$ cat config.mk
export PLATFORM = sky130hd
export DESIGN_NAME = conv3_requant_pack_flat
export DESIGN_NICKNAME = d
export VERILOG_FILES = /design/src/rtl/conv3_requant_pack_if.sv /design/src/rtl/conv3_requant_pack.sv /design/src/flat_wrapper.sv
export SDC_FILE = /design/constraint.sdc
export NUM_CORES = 1
export LEC_CHECK = 0
export CORE_MARGIN = 3
export CORE_UTILIZATION = 58
export DETAILED_ROUTE_END_ITERATION = 8
export PLACE_DENSITY = 0.8
export SLEW_MARGIN = 10
export SYNTH_ARGS = -nofsm -noshare
export SYNTH_HDL_FRONTEND = slang
export SYNTH_SLANG_ARGS = --single-unit
$ cat constraint.sdc
create_clock -name CLK -period 7.9 [get_ports CLK]
set_input_delay 1.975 -clock CLK [delete_from_list [all_inputs] [get_ports CLK]]
set_output_delay 1.975 -clock CLK [all_outputs]
set_load 0.03 [all_outputs]
$ cat src/rtl/conv3_requant_pack_if.sv
// Handshake and configuration bundle between the conv3 output stage and its neighbours.
// The master drives elements and config; the slave (the stage) drives the SRAM word side.
interface conv3_requant_pack_if #(
  parameter int ACC_W  = 25,
  parameter int ADDR_W = 16
);
  logic                     start;
  logic [ADDR_W-1:0]        cfg_base;
  logic [4:0]               cfg_shift;
  logic                     cfg_relu;
  logic                     in_valid;
  logic                     in_ready;
  logic signed [ACC_W-1:0]  acc_in;
  logic signed [ACC_W-1:0]  bias_in;
  logic                     in_last;
  logic                     out_valid;
  logic                     out_ready;
  logic [31:0]              out_data;
  logic [3:0]               out_be;
  logic [ADDR_W-1:0]        out_addr;
  logic                     busy;
  logic                     done;

  modport master (
    output start, cfg_base, cfg_shift, cfg_relu,
    output in_valid, acc_in, bias_in, in_last, out_ready,
    input  in_ready, out_valid, out_data, out_be, out_addr, busy, done
  );

  modport slave (
    input  start, cfg_base, cfg_shift, cfg_relu,
    input  in_valid, acc_in, bias_in, in_last, out_ready,
    output in_ready, out_valid, out_data, out_be, out_addr, busy, done
  );
endinterface

$ cat src/rtl/conv3_requant_pack.sv
// conv3 output stage: bias add, round-half-up shift, optional ReLU, int8 saturation,
// and packing of four lanes per 32-bit word toward the feature-map SRAM.
module conv3_requant_pack #(
  parameter int ACC_W  = 25,
  parameter int ADDR_W = 16
) (
  input  logic                  CLK,
  input  logic                  RSTn,
  conv3_requant_pack_if.slave   bus
);
  typedef enum logic [1:0] {ST_IDLE = 2'd0, ST_RUN = 2'd1, ST_DRAIN = 2'd2} state_t;

  localparam logic signed [ACC_W+1:0] RND_ONE = {{(ACC_W+1){1'b0}}, 1'b1};
  localparam logic signed [ACC_W+1:0] SAT_HI  = {{(ACC_W-5){1'b0}}, 7'h7F};
  localparam logic signed [ACC_W+1:0] SAT_LO  = {{(ACC_W-5){1'b1}}, 7'h00};
  localparam logic [ADDR_W-1:0]       ADDR_ONE = {{(ADDR_W-1){1'b0}}, 1'b1};

  // The sum is widened by one more bit so the rounding constant can never overflow it.
  function automatic logic [7:0] requant(input logic signed [ACC_W:0] sum,
                                         input logic [4:0] sh, input logic relu);
    logic signed [ACC_W+1:0] v_ext;
    logic signed [ACC_W+1:0] v_rnd;
    logic signed [ACC_W+1:0] v_r;
    v_ext = {sum[ACC_W], sum};
    if (sh != 5'd0) v_rnd = RND_ONE << (sh - 5'd1);
    else            v_rnd = '0;
    v_r = (v_ext + v_rnd) >>> sh;
    if (relu && (v_r < 0)) v_r = '0;
    else                   v_r = v_r;
    if (v_r > SAT_HI)      return 8'h7F;
    else if (v_r < SAT_LO) return 8'h80;
    else                   return v_r[7:0];
  endfunction

  state_t                  r_state;
  state_t                  w_state_nxt;
  logic                    r_busy;
  logic                    r_done;
  logic [4:0]              r_shift;
  logic                    r_relu;
  logic                    r_s1_valid;
  logic signed [ACC_W:0]   r_s1_sum;
  logic                    r_s1_last;
  logic [1:0]              r_lane_cnt;
  logic [31:0]             r_word;
  logic [3:0]              r_be;
  logic [ADDR_W-1:0]       r_addr;
  logic                    r_out_valid;
  logic                    r_out_last;
  logic [31:0]             r_out_data;
  logic [3:0]              r_out_be;
  logic [ADDR_W-1:0]       r_out_addr;

  logic                    w_adv;
  logic                    w_in_ready;
  logic                    w_accept;
  logic                    w_out_hs;
  logic                    w_last_hs;
  logic                    w_start;
  logic                    w_emit;
  logic [7:0]              w_byte;
  logic [31:0]             w_word;
  logic [3:0]              w_be;

  assign w_adv      = !(r_out_valid && !bus.out_ready);
  assign w_in_ready = (r_state == ST_RUN) && w_adv;
  assign w_accept   = bus.in_valid && w_in_ready;
  assign w_out_hs   = r_out_valid && bus.out_ready;
  assign w_last_hs  = (r_state == ST_DRAIN) && w_out_hs && r_out_last;
  assign w_start    = (r_state == ST_IDLE) && bus.start;
  assign w_emit     = r_s1_valid && ((r_lane_cnt == 2'd3) || r_s1_last);
  assign w_byte     = requant(r_s1_sum, r_shift, r_relu);

  // Next-state decode of the run controller.
  always_comb begin
    w_state_nxt = r_state;
    case (r_state)
      ST_IDLE:  if (bus.start) w_state_nxt = ST_RUN;   else w_state_nxt = ST_IDLE;
      ST_RUN:   if (w_accept && bus.in_last) w_state_nxt = ST_DRAIN; else w_state_nxt = ST_RUN;
      ST_DRAIN: if (w_last_hs) w_state_nxt = ST_IDLE;  else w_state_nxt = ST_DRAIN;
      default:  w_state_nxt = ST_IDLE;
    endcase
  end

  // Merge the freshly requantised byte into the lane selected by the lane counter.
  always_comb begin
    w_word = r_word;
    w_be   = r_be;
    case (r_lane_cnt)
      2'd0:    begin w_word[7:0]   = w_byte; w_be[0] = 1'b1; end
      2'd1:    begin w_word[15:8]  = w_byte; w_be[1] = 1'b1; end
      2'd2:    begin w_word[23:16] = w_byte; w_be[2] = 1'b1; end
      2'd3:    begin w_word[31:24] = w_byte; w_be[3] = 1'b1; end
      default: begin w_word = r_word; w_be = r_be; end
    endcase
  end

  // Controller state plus the busy/done status flags.
  always_ff @(posedge CLK or negedge RSTn) begin
    if (!RSTn) begin
      r_state <= ST_IDLE;
      r_busy  <= 1'b0;
      r_done  <= 1'b0;
    end else begin
      r_state <= w_state_nxt;
      r_busy  <= (w_state_nxt != ST_IDLE);
      r_done  <= w_last_hs;
    end
  end

  // Tile configuration captured on an accepted start.
  always_ff @(posedge CLK or negedge RSTn) begin
    if (!RSTn) begin
      r_shift <= 5'd0;
      r_relu  <= 1'b0;
    end else if (w_start) begin
      r_shift <= bus.cfg_shift;
      r_relu  <= bus.cfg_relu;
    end
  end

  // Datapath: S1 sum, S2 requant/pack, and the output word register; all stall on !adv.
  always_ff @(posedge CLK or negedge RSTn) begin
    if (!RSTn) begin
      r_s1_valid  <= 1'b0;
      r_s1_sum    <= '0;
      r_s1_last   <= 1'b0;
      r_lane_cnt  <= 2'd0;
      r_word      <= 32'h0000_0000;
      r_be        <= 4'h0;
      r_addr      <= '0;
      r_out_valid <= 1'b0;
      r_out_last  <= 1'b0;
      r_out_data  <= 32'h0000_0000;
      r_out_be    <= 4'h0;
      r_out_addr  <= '0;
    end else if (w_start) begin
      r_s1_valid <= 1'b0;
      r_lane_cnt <= 2'd0;
      r_word     <= 32'h0000_0000;
      r_be       <= 4'h0;
      r_addr     <= bus.cfg_base;
    end else if (w_adv) begin
      r_s1_valid <= w_accept;
      r_s1_sum   <= {bus.acc_in[ACC_W-1], bus.acc_in} + {bus.bias_in[ACC_W-1], bus.bias_in};
      r_s1_last  <= bus.in_last;
      if (w_emit) begin
        r_out_valid <= 1'b1;
        r_out_last  <= r_s1_last;
        r_out_data  <= w_word;
        r_out_be    <= w_be;
        r_out_addr  <= r_addr;
        r_addr      <= r_addr + ADDR_ONE;
        r_lane_cnt  <= 2'd0;
        r_word      <= 32'h0000_0000;
        r_be        <= 4'h0;
      end else begin
        // adv with a word pending implies it was just taken, so the slot frees up.
        r_out_valid <= 1'b0;
        if (r_s1_valid) begin
          r_lane_cnt <= r_lane_cnt + 2'd1;
          r_word     <= w_word;
          r_be       <= w_be;
        end
      end
    end
  end

  assign bus.in_ready  = w_in_ready;
  assign bus.out_valid = r_out_valid;
  assign bus.out_data  = r_out_data;
  assign bus.out_be    = r_out_be;
  assign bus.out_addr  = r_out_addr;
  assign bus.busy      = r_busy;
  assign bus.done      = r_done;
endmodule

$ cat src/flat_wrapper.sv
// flat-port wrapper written by rule: the top's interface ports become plain ports
module conv3_requant_pack_flat 
#(
  parameter int ACC_W  = 25,
  parameter int ADDR_W = 16
)
  (CLK, RSTn, bus_start, bus_cfg_base, bus_cfg_shift, bus_cfg_relu, bus_in_valid, bus_acc_in, bus_bias_in, bus_in_last, bus_out_ready, bus_in_ready, bus_out_valid, bus_out_data, bus_out_be, bus_out_addr, bus_busy, bus_done);
  conv3_requant_pack_if #(.ACC_W(ACC_W), .ADDR_W(ADDR_W)) bus_i ();
  input  logic CLK;
  input  logic RSTn;
  input wire logic [$bits(bus_i.start)-1:0] bus_start;
  input wire logic [$bits(bus_i.cfg_base)-1:0] bus_cfg_base;
  input wire logic [$bits(bus_i.cfg_shift)-1:0] bus_cfg_shift;
  input wire logic [$bits(bus_i.cfg_relu)-1:0] bus_cfg_relu;
  input wire logic [$bits(bus_i.in_valid)-1:0] bus_in_valid;
  input wire logic [$bits(bus_i.acc_in)-1:0] bus_acc_in;
  input wire logic [$bits(bus_i.bias_in)-1:0] bus_bias_in;
  input wire logic [$bits(bus_i.in_last)-1:0] bus_in_last;
  input wire logic [$bits(bus_i.out_ready)-1:0] bus_out_ready;
  output wire logic [$bits(bus_i.in_ready)-1:0] bus_in_ready;
  output wire logic [$bits(bus_i.out_valid)-1:0] bus_out_valid;
  output wire logic [$bits(bus_i.out_data)-1:0] bus_out_data;
  output wire logic [$bits(bus_i.out_be)-1:0] bus_out_be;
  output wire logic [$bits(bus_i.out_addr)-1:0] bus_out_addr;
  output wire logic [$bits(bus_i.busy)-1:0] bus_busy;
  output wire logic [$bits(bus_i.done)-1:0] bus_done;
  assign bus_i.start = bus_start;
  assign bus_i.cfg_base = bus_cfg_base;
  assign bus_i.cfg_shift = bus_cfg_shift;
  assign bus_i.cfg_relu = bus_cfg_relu;
  assign bus_i.in_valid = bus_in_valid;
  assign bus_i.acc_in = bus_acc_in;
  assign bus_i.bias_in = bus_bias_in;
  assign bus_i.in_last = bus_in_last;
  assign bus_i.out_ready = bus_out_ready;
  assign bus_in_ready = bus_i.in_ready;
  assign bus_out_valid = bus_i.out_valid;
  assign bus_out_data = bus_i.out_data;
  assign bus_out_be = bus_i.out_be;
  assign bus_out_addr = bus_i.out_addr;
  assign bus_busy = bus_i.busy;
  assign bus_done = bus_i.done;
  conv3_requant_pack #(.ACC_W(ACC_W), .ADDR_W(ADDR_W)) u_core (.CLK(CLK), .RSTn(RSTn), .bus(bus_i));
endmodule
# After elaboration in Yosys (flattened, before gate mapping)
# Cells that the tools add are included.
[classes]
n_reduce_logical = 23
bitwise = 2
mux = 34
addsub = 5
n_eq_ne = 6
shift = 2
n_lt_le_gt_ge = 3
[ops]
columns = ["op", "count"]
rows = [
  ["32-bit 2-to-1 mux", 4],
  ["27-bit 2-to-1 mux", 2],
  ["16-bit 2-to-1 mux", 3],
  ["8-bit 2-to-1 mux", 6],
  ["26-bit by 27-bit adder with 27-bit output", 1],
  ["27-bit by 8-bit > comparator with 1-bit output (second input constant)", 1],
  ["27-bit by 1-bit less-than comparator with 1-bit output (second input constant)", 1],
  ["27-bit by 8-bit less-than comparator with 1-bit output (second input constant)", 1],
  ["1-bit by 5-bit << shifter with 27-bit output (first input constant)", 1],
  ["27-bit by 5-bit >>> shifter with 27-bit output", 1],
  ["25-bit by 25-bit adder with 26-bit output", 1],
  ["16-bit by 1-bit adder with 16-bit output (second input constant)", 1],
  ["4-bit 2-to-1 mux", 4],
  ["2-bit 2-to-1 mux", 6],
  ["1-bit logical AND", 10],
  ["1-bit 2-to-1 mux", 8],
  ["2-bit == test (second input constant)", 3],
  ["2-bit one-hot mux with 3 select lines", 1],
  ["2-bit AND reduction", 3],
  ["5-bit nonzero test", 1],
  ["5-bit by 1-bit subtractor with 5-bit output (second input constant)", 1],
  ["2-bit by 1-bit == test with 1-bit output (second input constant)", 2],
  ["2-bit logical NOT", 2],
  ["2-bit nonzero test", 2],
  ["7 further kinds", 9],
]
[totals]
output_inout_bits = 56
wordCells = 92
regBits = 146
inputBits = 78

# Longest topological paths before layout
# Gate-level depths: netlist of run 1.
[depth]
depth_word = 16
depth_mapped = 24
depth_no_buf = 19

# Worst setup path after synthesis of run 1
# No wires, ideal clock.
[synth_timing]
path_type = "reg-to-reg"
from = "register u_core.r_shift[0]"
to = "register u_core.r_word[14]"
n_path_buf = 6
slack_ns = 2.097
stages_incl_launch_ff = 25
period_less_slack_ns = 5.803
setup_time_ns = 0.090
arrival_ns = 5.713
required_time_ns = 7.810
cell_sequence = "dfrtp_1 -> clkbuf_1 -> clkbuf_1 -> buf_1 -> buf_1 -> nand2_1 -> nor3_1 -> ha_1 -> inv_1 -> fa_1 -> nand2b_1 -> a21oi_1 -> o2111ai_1 -> a31oi_1 -> o22ai_1 -> xor2_1 -> buf_2 -> nand2_1 -> nand2_1 -> o32ai_2 -> o221ai_1 -> nor3_4 -> buf_6 -> nand4_1 -> o2111ai_1"
[synth_between]
elab_chain_len = 16
word_cells_on_any_way = 18
cone_classes = "2 x add/sub; 3 x order compare; 2 x shift; 9 x mux; 2 x reduce/logical"
[synth_lines]
columns = ["item", "line", "text"]
rows = [
  ["start, declared", "conv3_requant_pack.sv:39", "logic [4:0] r_shift;"],
  ["start signal, assigned", "conv3_requant_pack.sv:117", "r_shift <= bus.cfg_shift;"],
  ["5-bit by 1-bit subtractor with 5-bit output", "conv3_requant_pack.sv:25", "if (sh != 5'd0) v_rnd = RND_ONE << (sh - 5'd1);"],
  ["1-bit by 5-bit << shifter with 27-bit output", "conv3_requant_pack.sv:25", ""],
  ["27-bit 2-to-1 mux", "conv3_requant_pack.sv:25", ""],
  ["26-bit by 27-bit adder with 27-bit output", "conv3_requant_pack.sv:27", "v_r = (v_ext + v_rnd) >>> sh;"],
  ["27-bit by 5-bit >>> shifter with 27-bit output (*)", "conv3_requant_pack.sv:27", ""],
  ["27-bit by 1-bit less-than comparator with 1-bit output", "conv3_requant_pack.sv:28", "if (relu && (v_r < 0)) v_r = '0;"],
  ["1-bit logical AND", "conv3_requant_pack.sv:28", ""],
  ["27-bit 2-to-1 mux (*)", "conv3_requant_pack.sv:28", ""],
  ["27-bit by 8-bit less-than comparator with 1-bit output", "conv3_requant_pack.sv:31", "else if (v_r < SAT_LO) return 8'h80;"],
  ["8-bit 2-to-1 mux", "conv3_requant_pack.sv:31", ""],
  ["8-bit 2-to-1 mux (*)", "conv3_requant_pack.sv:30", "if (v_r > SAT_HI) return 8'h7F;"],
  ["8-bit 2-to-1 mux (*)", "conv3_requant_pack.sv:89", "case (r_lane_cnt)"],
  ["32-bit 2-to-1 mux (*)", "conv3_requant_pack.sv:160", "if (r_s1_valid) begin"],
  ["32-bit 2-to-1 mux (*)", "conv3_requant_pack.sv:147", "if (w_emit) begin"],
  ["32-bit 2-to-1 mux (*)", "conv3_requant_pack.sv:143", "end else if (w_adv) begin"],
  ["32-bit 2-to-1 mux (*)", "conv3_requant_pack.sv:137", "end else if (w_start) begin"],
  ["end signal, assigned", "conv3_requant_pack.sv:162", "r_word <= w_word;"],
  ["end, declared", "conv3_requant_pack.sv:45", "logic [31:0] r_word;"],
]
# Mark *: on every way between the ends. The rest lies on a longest branch, timed or not. The select of a mux whose other input is x is not followed.
# A chain may end at the register's enable or synchronous reset.

# Worst setup path in the final report of run 1
[layout_timing]
from = "register u_core.r_shift[1]"
to = "register u_core.r_out_data[22] (netlist: u_core.bus.out_data[22])"
[layout_between]
elab_chain_len = 12
word_cells_on_any_way = 14
cone_classes = "2 x add/sub; 3 x order compare; 2 x shift; 5 x mux; 2 x reduce/logical"
[layout_lines]
columns = ["item", "line", "text"]
rows = [
  ["5-bit by 1-bit subtractor with 5-bit output", "conv3_requant_pack.sv:25", ""],
  ["1-bit by 5-bit << shifter with 27-bit output", "conv3_requant_pack.sv:25", ""],
  ["27-bit 2-to-1 mux", "conv3_requant_pack.sv:25", ""],
  ["26-bit by 27-bit adder with 27-bit output", "conv3_requant_pack.sv:27", ""],
  ["27-bit by 5-bit >>> shifter with 27-bit output (*)", "conv3_requant_pack.sv:27", ""],
  ["27-bit by 1-bit less-than comparator with 1-bit output", "conv3_requant_pack.sv:28", ""],
  ["1-bit logical AND", "conv3_requant_pack.sv:28", ""],
  ["27-bit 2-to-1 mux (*)", "conv3_requant_pack.sv:28", ""],
  ["27-bit by 8-bit less-than comparator with 1-bit output", "conv3_requant_pack.sv:31", ""],
  ["8-bit 2-to-1 mux", "conv3_requant_pack.sv:31", ""],
  ["8-bit 2-to-1 mux (*)", "conv3_requant_pack.sv:30", ""],
  ["8-bit 2-to-1 mux (*)", "conv3_requant_pack.sv:89", ""],
  ["end signal, assigned", "conv3_requant_pack.sv:150", "r_out_data <= w_word;"],
  ["end, declared", "conv3_requant_pack.sv:50", "logic [31:0] r_out_data;"],
]
# Mark *: on every way between the ends. The rest lies on a longest branch, timed or not.

==> results.sh, run 1 <==
export IMPL_synth_area_um2=11500
export IMPL_first_pass_iters=7
export IMPL_synth_edf_count=0
export IMPL_start_util_pct=60.4
export IMPL_grt_pass1_wl_um=57400
export IMPL_synth_top_area_share_pct=31.7
export IMPL_synth_compound_area_share_pct=24.8
export IMPL_crit_required_ns=8.23
export IMPL_tns_ns=0
export IMPL_wl_met3_um=3490
export IMPL_synth_top_area_cell="dfrtp_1"
export IMPL_wl_met2_um=15400
export IMPL_ir_worst_vdd_uv=230
export IMPL_synth_cell_types=82
export IMPL_nets=1633
export IMPL_cts_tree="done"
export IMPL_yosys_area_share_adder_pct=6.43
export IMPL_fin_ws_ns=1.10
export IMPL_synthMuxAreaShare_pct=4.86
export IMPL_synth_xor_area_share_pct=4.10
export IMPL_crit_path_max_incr_delay_ns=0.59
export IMPL_holdWs_ns=0.478
export IMPL_final_core_utilization_pct=71.1
export IMPL_htree_levels=4
export IMPL_ctsHoldBuffers=0
export IMPL_die_w_um=147
export IMPL_cts_buffers=17
export IMPL_endpoint_kind="flip-flop"
export IMPL_postRouteWirelength_um=35400
export IMPL_clk_pin_slew_ns=0.08
export IMPL_drive_gt1_share_pct=6.75
export IMPL_cp_top_family="compound AO/OA/AOI/OAI gates"
export IMPL_grt_start_max_net_pins=81
export IMPL_pre_cts_slack_ns=1.38
export IMPL_finalPower_uw=6120
export IMPL_grt_use_total_pct=32.4
export IMPL_relSlewSlack_pct=38.9
export IMPL_setup_viol=0
export IMPL_hpwl_um=25400
export IMPL_status="finished clean"
export IMPL_core_area_um2=19100
export IMPL_die_area_um2=21600
export IMPL_drv_slew=0
export IMPL_power_density_nw_per_um2=452
export IMPL_post_synth_and_or_nand_nor_area_fraction_pct=23.8
export IMPL_wl_per_cell_um=20.0
export IMPL_highest_layer="met4"
export IMPL_synthToLayoutAreaGrowth_pct=17.7
export IMPL_drtAntennaViolNets=0
export IMPL_antenna_found_initial=0
export IMPL_die_h_um=147
export IMPL_avgSynthCellArea_um2=8.13
export IMPL_hold_viol_final=0
export IMPL_min_path_type="flip-flop to flip-flop"
export IMPL_fin_crit_sh_pct=86.1
export IMPL_io_pin_count=134
export IMPL_ys_flop_type="dfrtp_1"
export IMPL_drt_vias_per_instance=6.52
export IMPL_ys_ff_latch=146
export IMPL_syn_nets=1553
export IMPL_synth_top_cells_by_count="233 x nand2_1, 146 x dfrtp_1, 117 x nor2_1, 113 x o21ai_0, 70 x a21oi_1"
export IMPL_cts_sinks=146
export IMPL_yosysMostFrequentCell="nand2_1"
export IMPL_io_buffer_count=133
export IMPL_gp_congestion=1.05
export IMPL_crit_fanout=28
export IMPL_synth_top_family_by_area="compound AO/OA/AOI/OAI gates"
export IMPL_ys_warn_count=0
export IMPL_synth_top_cells_by_area="dfrtp_1 32%, nand2_1 7.6%, ha_1 6.1%"
export IMPL_wirelength_met1_um=15700
export IMPL_rows=50
export IMPL_tightestPinTransition_ns=0.917
export IMPL_fmax_mhz=147
export IMPL_dr_first_iter_drc_count=1268
export IMPL_clockRootBuffer="clkbuf_16"
export IMPL_critical_path_cell_chain="inv_2 > nand2_1 > nor3_1 > ha_1 > inv_1 > fa_1 > nand2b_1 > a21oi_1 > o2111ai_1 > a31oi_1 > o22ai_1 > xor2_1 > mux2i_1 > mux4_2 > nor4b_1 > a211o_1 > o311a_1 > buf_4 > a31oi_4 > a41oi_1"
export IMPL_cp_slowest_cell="dfrtp_1"
export IMPL_n_antenna_cell=0
export IMPL_ys_seq_area_share_pct=31.7
export IMPL_grt_setup_unrepaired="false"
export IMPL_remaining_drc_errors=0
export IMPL_vias=11500
export IMPL_cts_resized=0
export IMPL_crit_buf_inv=3
export IMPL_clockBufferDepth=2
export IMPL_post_cts_buffers=0
export IMPL_start_kind="flip-flop"
export IMPL_synthArstFlopShare_pct=100
export IMPL_layout_min_cycle_time_ns=6.80
export IMPL_grt_pass1_vias=10900
export IMPL_clock_latency_ns=0.44
export IMPL_path_class="flip-flop to flip-flop"
export IMPL_synthCells=1417
export IMPL_worstPathArrival_ns=7.14
export IMPL_grt_overflow_total=0
export IMPL_leakage_uw=0.00566
export IMPL_skew_ns=0.0135
export IMPL_drv_cap=0
[worst reg2reg max path: cells and delay by family, from the launching register on]
kind | cells | cell delay (ns)
XOR/XNOR | 1 | 0.46
AND/OR/NAND/NOR | 4 | 1.31
flip-flops | 1 | 0.59
adder cells (fa/ha/maj) | 2 | 0.67
buffers and inverters | 3 | 0.95
multiplexers | 2 | 0.73
AO/OA/AOI/OAI | 8 | 1.99
[area by class of cell]
cell class	instances	area [um2]
clock buffers	17	425
clock inverters	15	191
fillers	1531	5520
inverters	30	113
multi-input cells	1150	7380
flip-flops and latches	146	3650
well taps	260	325
repair buffers	152	1480
[through the flow]
step	cell area (um2)	instances
4_1_cts	13600	1770
3_3_place_gp	12900	1738
2_1_floorplan	11500	1417
3_5_place_dp	12900	1738
6_report	13600	1770
5_1_grt	13600	1770
[cells in the final DEF (no fill, tap or decap), types with 7 or more instances in the layout]
| cell type | netlist | final |
|---|---|---|
| mux2_2 | 10 | 10 |
| clkbuf_16 | 0 | 17 |
| o2111ai_1 | 15 | 15 |
| a21oi_1 | 70 | 70 |
| xnor2_1 | 28 | 28 |
| xor2_1 | 26 | 26 |
| mux4_2 | 7 | 7 |
| a22oi_1 | 10 | 10 |
| or3_1 | 34 | 34 |
| a31oi_1 | 9 | 9 |
| nor3_1 | 27 | 26 |
| or2_2 | 7 | 7 |
| and2_1 | 20 | 20 |
| inv_1 | 29 | 29 |
| a41oi_1 | 42 | 42 |
| mux2i_1 | 29 | 29 |
| nand2_1 | 233 | 233 |
| buf_4 | 1 | 19 |
| nor2_1 | 117 | 117 |
| o21ai_0 | 113 | 113 |
| nand2b_1 | 14 | 14 |
| dfrtp_1 | 146 | 146 |
| o21a_1 | 11 | 11 |
| clkdlybuf4s50_1 | 0 | 132 |
| nand4_1 | 24 | 24 |
| o31ai_1 | 16 | 16 |
| ha_1 | 56 | 56 |
| nor4_1 | 10 | 10 |
| o211ai_1 | 11 | 11 |
| and3_1 | 15 | 15 |
| a31oi_4 | 7 | 7 |
| o21ai_1 | 7 | 7 |
| a21o_1 | 13 | 13 |
| nand3_1 | 51 | 51 |
| a211oi_1 | 23 | 23 |
[registers in the layout (all words and copies together), names as in the netlist, 2 cells and up]
register and flops:
u_core.r_be 4, u_core.r_state 2, u_core.r_lane_cnt 2, u_core.r_addr 16
u_core.bus.out_addr 16, u_core.r_word 32, u_core.r_s1_sum 26, u_core.bus.out_data 32
u_core.bus.out_be 4, u_core.r_shift 5
[logic make-up (layout without fill, tap and decap cells)]
family | count (synthesis) | after routing
AND/OR/NAND/NOR | 583 | 583
AO/OA/AOI/OAI | 409 | 409
flip-flops | 146 | 146
buffers and inverters | 121 | 214
adder cells (fa/ha/maj) | 58 | 58
XOR/XNOR | 54 | 54
multiplexers | 46 | 46
[power by group]
group	internal [uW]	switching (uW)	total, uW
Sequential	1030	274	1310
Combinational	1400	2580	3980
Clock	431	406	837
[per-layer routing]
| metal | up-vias | track usage [%] |
|---|---|---|
| met3 | 74 | 6.29 |
| met5 | - | 0 |
| met1 | 5432 | 47.8 |
| met4 | 0 | 9.23 |
| met2 | 643 | 48.7 |
| li1 | 5395 | - |
[worst paths after layout]
path	end	from	slack, ns	cells after the start
max	u_core.bus.out_data[22]	u_core.r_shift[1]	1.10	20
min	u_core.bus.out_addr[2]	u_core.bus.out_addr[2]	0.48	2
max reg2reg	u_core.bus.out_data[22]	u_core.r_shift[1]	1.10	20
min reg2reg	u_core.bus.out_addr[2]	u_core.bus.out_addr[2]	0.48	2
max in group asynchronous	u_core.bus.out_addr[4]	RSTn	4.95	2
min in group asynchronous	u_core.r_s1_sum[21]	RSTn	1.58	1
(Power assumes the default switching activity.)
==> inputs of run 2 (changes only) <==
--- a/config.mk
+++ b/config.mk
@@ -6,9 +6,10 @@
 export NUM_CORES = 1
 export LEC_CHECK = 0
 export CORE_MARGIN = 3
-export CORE_UTILIZATION = 58
+export CORE_UTILIZATION = 26
+export CTS_CLUSTER_DIAMETER = 60
 export DETAILED_ROUTE_END_ITERATION = 8
-export PLACE_DENSITY = 0.8
+export PLACE_DENSITY = 0.41
 export SLEW_MARGIN = 10
 export SYNTH_ARGS = -nofsm -noshare
 export SYNTH_HDL_FRONTEND = slang
==> results.sh, run 2 (synthesis gave the netlist of run 1 again) <==
export IMPL_ctsHoldBuffers=0
export IMPL_cts_sinks=146
export IMPL_power_density_nw_per_um2=447
export IMPL_reg2reg_depth=21
export IMPL_nets=1639
export IMPL_sequentialPowerShare_pct=20.2
export IMPL_start_util_pct=26.5
export IMPL_layout_min_cycle_time_ns=6.36
export IMPL_tightestPinTransition_ns=0.942
export IMPL_start_kind="flip-flop"
export IMPL_grt_start_max_net_pins=80
export IMPL_hold_viol_final=0
export IMPL_clockBufferDepth=2
export IMPL_relSlewSlack_pct=37.2
export IMPL_first_pass_iters=5
export IMPL_dr_first_iter_drc_count=866
export IMPL_cp_slowest_cell="dfrtp_1"
export IMPL_crit_path_max_incr_delay_ns=0.68
export IMPL_die_h_um=217
export IMPL_die_area_um2=46900
export IMPL_grt_setup_unrepaired="false"
export IMPL_hold_depth=2
export IMPL_p_sw_uw=3280
export IMPL_swShare_pct=52.4
export IMPL_hpwl_um=29500
export IMPL_status="finished clean"
export IMPL_internal_power_uw=2980
export IMPL_antenna_found_initial=1
export IMPL_htree_levels=4
export IMPL_die_w_um=217
export IMPL_endpoint_kind="flip-flop"
export IMPL_holdWs_ns=0.478
export IMPL_fin_crit_sh_pct=80.5
export IMPL_post_cts_buffers=0
export IMPL_synthToLayoutAreaGrowth_pct=21.6
export IMPL_wl_per_cell_um=19.0
export IMPL_drive_gt1_share_pct=7.12
export IMPL_cts_tree="done"
export IMPL_skew_ns=0.0270
export IMPL_io_buffer_count=133
export IMPL_clockRootBuffer="clkbuf_16"
export IMPL_grt_use_total_pct=16.9
export IMPL_clk_pin_slew_ns=0.07
export IMPL_drv_cap=0
export IMPL_crit_required_ns=8.25
export IMPL_seq_area_um2=3650
export IMPL_io_pin_count=134
export IMPL_rows=76
export IMPL_fin_cells=2102
export IMPL_vias=11000
export IMPL_final_cell_mix="233 x nand2_1, 146 x dfrtp_1, 132 x clkdlybuf4s50_1, 117 x nor2_1, 113 x o21ai_0"
export IMPL_power_frac_comb_pct=65.4
export IMPL_post_place_cells=2069
export IMPL_path_class="flip-flop to flip-flop"
export IMPL_layout_commonest_cell="nand2_1"
export IMPL_worstPathArrival_ns=6.71
export IMPL_remaining_drc_errors=0
export IMPL_grt_pass1_wl_um=63200
export IMPL_clkPwrFrac_pct=14.4
export IMPL_min_path_type="flip-flop to flip-flop"
export IMPL_drt_vias_per_instance=5.25
export IMPL_tns_ns=0
export IMPL_cts_buffers=17
export IMPL_critical_path_cell_chain="inv_1 > nand2_1 > nor3_1 > ha_1 > inv_1 > fa_1 > nand2b_1 > a21oi_1 > o2111ai_1 > a31oi_1 > o22ai_1 > xor2_1 > buf_4 > mux2i_1 > mux4_2 > nor4b_1 > a211o_1 > o311a_1 > buf_4 > a31oi_4 > a41oi_1"
export IMPL_drv_slew=0
export IMPL_ir_worst_vdd_uv=141
export IMPL_clock_latency_ns=0.46
export IMPL_multi_input_area_um2=7380
export IMPL_drtAntennaViolNets=0
export IMPL_fmax_mhz=157
export IMPL_leakage_uw=0.00570
export IMPL_grt_overflow_total=0
export IMPL_gp_congestion=0.890
export IMPL_setup_viol=0
export IMPL_postRouteWirelength_um=39900
export IMPL_grt_pass1_vias=10900
export IMPL_cts_resized=0
export IMPL_core_area_um2=43500
export IMPL_fillCellCount=4692
export IMPL_crit_fanout=28
[run 2: changes by cell type in the layout (fill, tap and decap cells not counted)]
cell,change
diode_2,+1
clkinv_4,+1
clkinv_8,-6
clkinv_2,+2
inv_6,+2
bufinv_16,+3
clkinvlp_4,-1
inv_12,-1
buf_4,+6
[run 2: area by class of cell]
type	instances	share of cell area, %
Timing Repair Buffer	158	10.8
Sequential cell	146	26.1
Inverter	30	0.803
Clock buffer	17	3.03
Antenna cell	1	0.0178
Tap cell	585	5.22
Clock inverter	15	1.40
Multi-Input combinational cell	1150	52.6
[run 2: final timing paths]
kind / from / endpoint / slack (ns)
min in group asynchronous: RSTn / u_core.r_s1_sum[25] / 1.55
worst max register to register: u_core.r_shift[2] / u_core.bus.out_data[6] / 1.54
worst min register to register: u_core.bus.out_addr[14] / u_core.bus.out_addr[14] / 0.48
worst max-delay path: u_core.r_shift[2] / u_core.bus.out_data[6] / 1.54
max in group asynchronous: RSTn / u_core.r_word[31] / 4.89
worst min-delay path: u_core.bus.out_addr[14] / u_core.bus.out_addr[14] / 0.48
[run 2: per-layer routing]
metal | global-route usage (%) | routed length (um) | up-vias
met3 | 2.82 | 1770 | 53
met2 | 27.5 | 18700 | 295
met4 | 5.03 | 855 | 0
met1 | 23.0 | 18600 | 5267
met5 | 0 | 0 | -
li1 | - | - | 5414
[run 2: power by group through the flow]
stage          sequential [uW]  clock [uW]  combinational (uW)
5_1_grt                   1310         950                4460
3_3_place_gp              1280           0                4090
4_1_cts                   1270         920                4090
3_5_place_dp              1280           0                4070
6_report                  1270         899                4100
2_1_floorplan             1430           0                2560
[run 2: worst max-delay path, delay by kind of cell, from the launching register on]
kind	cells	cell delay [ns]
buffers and inverters	4	0.95
AOI/OAI and AO/OA	8	2.02
and+or+nand+nor	4	1.07
adders and majority gates	2	0.64
DFF	1	0.68
xor gates and xnor gates	1	0.18
muxes	2	0.67
[run 2: metrics by stage]
stage	area [um2]	util, %	setup slack [ns]	power (uW)
2_1_floorplan	11500	-	2.10	4000
3_3_place_gp	13400	30.8	1.68	5370
3_5_place_dp	13400	30.8	1.66	5360
4_1_cts	14000	32.3	1.61	6280
5_1_grt	14000	32.3	1.01	6720
6_report	14000	32.3	1.54	6260
